==> config.mk <==
export PLATFORM = sky130hd
export DESIGN_NAME = delay_line_var
export DESIGN_NICKNAME = d
export VERILOG_FILES = /design/src/rtl/delay_line_pkg.sv /design/src/rtl/delay_tap_mux.sv /design/src/rtl/delay_line_var.sv
export SDC_FILE = /design/constraint.sdc
export NUM_CORES = 1
export LEC_CHECK = 0
export ABC_CLOCK_PERIOD_IN_PS = 31100
export BUFFER_PORTS_ARGS = -buffer_cell sky130_fd_sc_hd__buf_2
export CAP_MARGIN = 20
export CORE_MARGIN = 2
export CORE_UTILIZATION = 60
export DETAILED_ROUTE_END_ITERATION = 7
export PLACE_DENSITY = 0.86
export SLEW_MARGIN = 20
export SYNTH_ARGS = -nofsm -noshare
export SYNTH_HDL_FRONTEND = slang
export SYNTH_HIERARCHICAL = 1
export SYNTH_SLANG_ARGS = --single-unit
==> constraint.sdc <==
create_clock -name clk -period 31.1 [get_ports clk]
set_input_delay 4.665 -clock clk [delete_from_list [all_inputs] [get_ports clk]]
set_output_delay 4.665 -clock clk [all_outputs]
set_load 0.05 [all_outputs]
==> src/rtl/delay_line_pkg.sv <==
// Shared helpers for variable-latency delay blocks.
// Delay clamping, delay-counter width and lane offset arithmetic.
package delay_line_pkg;

    // Width needed to hold a delay value in 0..max_delay.
    function automatic int dly_width(input int max_delay);
        return $clog2(max_delay + 1);
    endfunction

    // A delay of 0 behaves as 1. Anything above max_delay saturates to max_delay.
    function automatic int clamp_delay(input int sel, input int max_delay);
        if (sel < 1) begin
            return 1;
        end
        if (sel > max_delay) begin
            return max_delay;
        end
        return sel;
    endfunction

    // LSB position of lane k in a packed multi-lane bus.
    function automatic int lane_lsb(input int lane, input int width);
        return lane * width;
    endfunction

endpackage

==> src/rtl/delay_tap_mux.sv <==
// DEPTH:1 selector of {valid, data} stages, indexed by tap_i (0-based).
// Purely combinational, no latency. No flow control: it follows its inputs.
module delay_tap_mux #(
    parameter int DW    = 32,
    parameter int DEPTH = 16,
    parameter int SW    = 5
) (
    input  logic [DEPTH-1:0]         stage_vld_i,
    input  logic [DEPTH-1:0][DW-1:0] stage_dat_i,
    input  logic [SW-1:0]            tap_i,
    output logic                     tap_vld_o,
    output logic [DW-1:0]            tap_dat_o
);

    always_comb begin
        tap_vld_o = 1'b0;
        tap_dat_o = '0;
        for (int i = 0; i < DEPTH; i++) begin
            if (int'(tap_i) == i) begin
                tap_vld_o = stage_vld_i[i];
                tap_dat_o = stage_dat_i[i];
            end
        end
    end

endmodule

==> src/rtl/delay_line_var.sv <==
// Multi-channel delay line with runtime delay 1..MAX_DELAY, stall and valid clearing.
// Latency is D enabled edges. en=0 freezes the stages. DELAY_LINE_STATUS_EN adds the occupancy and primed outputs.
module delay_line_var
    import delay_line_pkg::*;
#(
    parameter  int SIG_DATA_WIDTH = 8,
    parameter  int CHANNELS       = 4,
    parameter  int MAX_DELAY      = 16,
    localparam int DW             = CHANNELS * SIG_DATA_WIDTH,
    localparam int SW             = dly_width(MAX_DELAY)
) (
    input  logic          clk,
    input  logic          reset,
    input  logic          en,
    input  logic          flush,
    input  logic [SW-1:0] delay_sel,
    input  logic          valid_in,
    input  logic [DW-1:0] data_in,
    output logic          valid_out,
    output logic [DW-1:0] data_out,
    output logic [SW-1:0] dly_active
`ifdef DELAY_LINE_STATUS_EN
    ,
    output logic [SW-1:0] occupancy,
    output logic          primed
`endif
);

    logic [MAX_DELAY-1:0]         vld_q, vld_d;
    logic [MAX_DELAY-1:0][DW-1:0] dat_q, dat_d;
    logic [SW-1:0]                dly_q, dly_d;
    logic [SW-1:0]                sel_clamped;
    logic                         clr;

    assign sel_clamped = SW'(clamp_delay(int'(delay_sel), MAX_DELAY));
    assign dly_d       = sel_clamped;
    // A delay change invalidates everything in flight: old samples would otherwise emerge at the wrong alignment.
    assign clr         = flush || (sel_clamped != dly_q);

    always_comb begin
        vld_d = vld_q;
        dat_d = dat_q;
        if (en) begin
            vld_d = {vld_q[MAX_DELAY-2:0], valid_in};
            dat_d = {dat_q[MAX_DELAY-2:0], data_in};
        end
        if (clr) begin
            vld_d = '0;
        end
    end

    always_ff @(posedge clk or posedge reset) begin
        if (reset) begin
            vld_q <= '0;
            dat_q <= '0;
            dly_q <= SW'(1);
        end else begin
            vld_q <= vld_d;
            dat_q <= dat_d;
            dly_q <= dly_d;
        end
    end

    delay_tap_mux #(
        .DW    (DW),
        .DEPTH (MAX_DELAY),
        .SW    (SW)
    ) u_tap (
        .stage_vld_i (vld_q),
        .stage_dat_i (dat_q),
        .tap_i       (dly_q - SW'(1)),
        .tap_vld_o   (valid_out),
        .tap_dat_o   (data_out)
    );

    assign dly_active = dly_q;

`ifdef DELAY_LINE_STATUS_EN
    logic [SW-1:0] occ_q, occ_d;

    // Counted from next-state values so that occupancy stays aligned with the stages it describes.
    always_comb begin
        occ_d = '0;
        for (int i = 0; i < MAX_DELAY; i++) begin
            if ((i < int'(dly_d)) && vld_d[i]) begin
                occ_d = occ_d + SW'(1);
            end
        end
    end

    always_ff @(posedge clk or posedge reset) begin
        if (reset) begin
            occ_q <= '0;
        end else begin
            occ_q <= occ_d;
        end
    end

    assign occupancy = occ_q;
    assign primed    = (occ_q == dly_q);
`endif

endmodule

* Word level (Yosys, flattened, before mapping)
Cells that the tools add are included.
** Word-level totals
- Flip-flop bits (word level) :: 533
- Bits of input ports :: 42
- Logic and storage cells :: 81
- RAM bits :: 0
- Bits in read-only memories :: 0
- Latch bits :: 0
- Memories kept :: 0
** Cells by class
- Multipliers :: 0
- Mux-type cells :: 41
- Order comparisons :: 2
- Reduce and logical (&&, ||, !) cells :: 3
- Eq/ne operators :: 16
- Bitwise logic cells :: 0
- Add/sub/neg operators :: 1
- Divide/modulo/power cells :: 0
- Shifts and indexed selects :: 0
** Operator list (count)
- $mux 32 :: 16
- $eq 5x5->1 const B :: 8
- $mux 16 :: 2
- $eq 5x4->1 const B :: 4
- $mux 1 :: 20
- $mux 5 :: 3
- $eq 5x3->1 const B :: 2
- $eq 5x2->1 const B :: 1
- $gt 5x5->1 const B :: 1
- $logic_not 5->1 :: 1
- $lt 5x1->1 const B :: 1
- $ne 5x5->1 :: 1
- $sub 5x1->5 const B :: 1
- $reduce_bool 2->1 :: 1
- $logic_or 1x1->1 :: 1

* Longest topological paths before layout
- Depth in word-level cells :: 18
- Mapped depth :: 12
- Gate-level depth less buffers :: 9

* Hierarchy
The synthesis kept the hierarchy.
** Modules (own cells, without submodules)
- delay_line_var :: cells an instance 1174, instances 1, area an instance 19956.6 sq um
- delay_tap_mux :: cells an instance 839, instances 1, area an instance 5258.8 sq um

* Worst setup path before layout
No wires, ideal clock.
- Path kind :: register -> output
- From :: register dly_q[0], in the netlist dly_active[0]
- To :: output port data_out[24]
- Setup slack :: 22.880 ns
- Path buffers :: 4
- Data required time :: 26.435 ns
- Stages on the path, launching flop included :: 13
- Data arrival time :: 3.555 ns
- Cells stage by stage :: dfstp_2 -> inv_1 -> ha_1 -> xor2_1 -> buf_6 -> buf_6 -> buf_4 -> nand3b_2 -> buf_2 -> nor2_1 -> a21oi_1 -> and3_1 -> o31ai_1
** Between the ends
- Word-level cells in the longest chain between the ends :: 18
- Elaborated cells between the ends (all ways) :: 33
- Classes of those cells :: add/sub: 1; eq/ne: 15; mux: 16; reduce/logical: 1
** Ends and longest elaborated chain
- from (decl) :: line delay_line_var.sv:31 : logic [SW-1:0] dly_q, dly_d;
- from (signal assigned) :: line delay_line_var.sv:60 : dly_q <= dly_d;
- $sub 5x1->5 (*) :: line delay_line_var.sv:71 : .tap_i (dly_q - SW'(1)),
- $logic_not 5->1 :: line delay_tap_mux.sv:19 : if (int'(tap_i) == i) begin
- $mux 32 (15 in series) :: line delay_tap_mux.sv:19
- $mux 32 (*) :: line delay_tap_mux.sv:19
- to (decl) :: line delay_line_var.sv:20 : output logic [DW-1:0] data_out,
Every way passes the cells marked *; elsewhere a longest branch is shown, timed or not.

* Final worst setup path
- From :: register dly_q[0], in the netlist dly_active[0]
- To :: output port data_out[12]
The elaborated chain is that of the path after synthesis.

==> qor.csv <==
stage;metric;value;unit
status;outcome;finished clean;
cells_and_area;combined_area_of_the_multi_input_logic_cells;11100;µm²
route;wl_per_cell;24.9;µm
critical_path;worst-endpoint-required;26.44;ns
grt;globalRoute.totalOverflow;0;
place;routability_congestion_estimate;0.898;
synth;synth_top_cell_by_area;dfrtp_1;
route;ant_nets;0;
floorplanning;rows;75;
synth;synth_seq_area_share;0.529;
route;drc;0;
cells_and_area;area_delta_synth_final;9.11;%
critical_path;reg2reg_from;dly_active[2];
timing;min_period_over_period;0.326;
grt;grt_max_degree;145;
clock_tree;post_cts.repair.setup_buffers;0;
timing;finalHoldWorstSlack;0.513;ns
floorplanning;die_width;209;µm
cells_and_area;num-fill-cells;2774;
critical_path;critical_path.startpoint;dly_active[0];
critical_path;worst_setup_path_end_kind;output pin;
grt;grt_pass1_wl;101000;µm
clock_tree;clock_root_buffer_master;clkbuf_16;
clock_tree;cts.sink_count;533;
synth;synthesis.area_per_instance;12.5;µm²
route;totalWireLength;64700;µm
grt;initial_antenna_violation_count;2;
timing;clock_skew;0.0153;ns
synth;yosys_warnings;6;
worst_hold_path;min_delay_worst_endpoint;dat_q[497];
critical_path;timing.reg2reg.setup_slack;29.10;ns
floorplanning;die_area;43700;µm²
route;drtPass1Iterations;5;
critical_path;critical_path_class;reg -> out;
synth;dominantRegCellSynth;dfrtp_1;
power;cellPowerDensity;85.3;nW/µm²
synth;synth_top_area_share;0.528;
worst_hold_path;whs_path_depth;1;
place;io_buffer_count;79;
floorplanning;die_h;209;µm
grt;groute.usage.overall;0.294;
clock_tree;cts_hold_buffers;0;
synth;post_synthesis_async_set_or_reset_flop_share;1.00;
timing;rsz0062_at_grt;no;
synth;synth.top_cells.by_area;dfrtp_1, mux2_2, buf_2, o21ai_0, a22oi_1;
route;initialDrtViolationCount;1966;
cells_and_area;drive_above_1_share;0.365;
worst_hold_path;holdCritStartpoint;dat_q[497];
floorplanning;start_util;0.604;
synth;number_of_flops_mapped_to_enable_cells_by_yosys;0;
synth;synthesis.nets;2056;
timing;maxClockFrequency;98.7;MHz
clock_tree;cts.clk_slew.worst_paths;0.06;ns
timing;hold_violations;0;
power;total_leakage_power;11.6;nW
timing;worst_slew_pin_slew;1.15;ns
critical_path;ff2ff_path_depth;4;
clock_tree;worstSkewPairLatency;0.58;ns
synth;synth_common_cells;dfrtp_1, mux2_2, buf_2;
critical_path;crit_fanout;59;
cells_and_area;area_of_all_sequential_standard_cells;13300;µm²
synth;yosysUniqueCellTypes;83;
clock_tree;post_cts_resized;0;
place;hpwl_reported_at_the_end_of_detailed_placement;40400;µm
route;route.vias.total;17500;
clock_tree;cts-root-to-sink-buffers;3;
synth;post_synth_inst_count;2013;
synth;synth_cell_area;25200;µm²
timing;finalWorstPathRequiredPeriod;10.14;ns
clock_tree;tritoncts;done;
critical_path;rr_endpoint;vld_q[9];
floorplanning;pin_count;80;
timing;final_report_max_slew_violation_count;0;
timing;setup_tns;0;ns
power;ir_worst_vdd;0.0478;mV
cells_and_area;num-nets-final;2061;
clock_tree;h_tree_level_count;2;
worst_hold_path;min-delay-path-class;reg -> reg;
clock_tree;tritoncts_buffers;52;
route;via_per_inst;6.75;
timing;setup_viol_count_final;0;
synth;synthMostInstantiatedCell;dfrtp_1;
synth;flops_latches_synth;533;
floorplanning;core_region_area;41800;µm²
timing;relSlewSlack;0.233;
critical_path;startpoint_type;register;
critical_path;critical_path_arrival;5.47;ns
grt;grt_pass1_vias;17700;
run;drv.max_cap_violation_count;0;
-- power by group --
| group | total, W | switching, W | internal (W) |
|---|---|---|---|
| combinational | 0.000535 | 0.000266 | 0.000269 |
| clock | 0.000645 | 0.000269 | 0.000377 |
| sequential | 0.00117 | 0.000218 | 0.000949 |
| total | 0.00235 | 0.000753 | 0.00160 |
-- cell type report --
class | instances | share of cell area
clock inverter | 19 | 0.00791
tap | 539 | 0.0245
timing repair buffer | 103 | 0.0223
clock buffer | 75 | 0.0559
antenna | 2 | 0.000182
sequential | 533 | 0.485
multi-input combinational | 1312 | 0.402
inverter | 16 | 0.00259
-- cells in the final DEF, fill, tap and decap left out, drive strengths merged, types with 6 or more instances in the layout --
master    instances
o221ai           15
o22a             11
or3              17
a31oi            14
a22o             10
a32oi            17
clkinvlp          6
a221o            18
a211o             9
nor3             39
nor2b            36
inv              15
a2bb2oi           9
mux2i            37
and3             19
a22oi            55
nor3b             6
a221oi            6
o211ai           14
nand2            58
mux2            517
clkinv           10
nand3            10
buf             103
o22ai            63
o21ai            94
nand2b           11
dfrtp           532
clkbuf           75
a21oi            80
nor2             80
-- routing by layer --
layer / up-vias / routed length, µm / track usage
li1: 7501 / - / -
met1: 8842 / 26900 / 0.419
met2: 993 / 28800 / 0.435
met3: 195 / 6650 / 0.0748
met4: 0 / 2390 / 0.116
met5: - / 0 / 0
-- flip-flops by register name, summed over array words and instances (netlist names) --
register and count:
vld_q 16, dly_active 5, dat_q 512
-- worst max path at each step --
stage	to	slack [ns]	cells after the start
3_5_place_dp	data_out[12]	21.80	10
5_1_grt	data_out[12]	20.92	10
2_1_floorplan	dat_q[0]	11.54	1
4_1_cts	data_out[12]	21.16	10
6_report	data_out[12]	20.96	10
3_3_place_gp	data_out[12]	21.87	10
-- critical path, cell delays in order, from the launching register on --
cell and delay (ns):
dfstp_2 0.56, inv_4 0.18, ha_1 0.36, clkinv_2 0.63, buf_4 0.64, or3b_1 0.67, nor3_4 0.48, a22oi_1 0.18
a31oi_1 0.60, a211o_1 0.25, buf_2 0.28
-- cell families after synthesis --
logic type                 synth area share
muxes                                 0.246
adders and majority gates          0.000496
xor gates and xnor gates            0.00174
and+or+nand+nor                      0.0689
AOI/OAI and AO/OA                     0.120
DFF                                   0.529
buffers and inverters                0.0347
-- per-stage QoR --
step | area, µm² | worst slack, ns | cells | total power (W) | util
floorplan | 25200 | 11.54 | 2013 | 0.00152 | -
global placement | 25700 | 21.87 | 2502 | 0.00164 | 0.616
detailed placement | 25700 | 21.80 | 2502 | 0.00169 | 0.616
CTS | 27500 | 21.16 | 2596 | 0.00234 | 0.658
global route | 27500 | 20.92 | 2597 | 0.00244 | 0.659
finish | 27500 | 20.96 | 2599 | 0.00235 | 0.659
No activity file was read; power rests on OpenSTA's default activity.
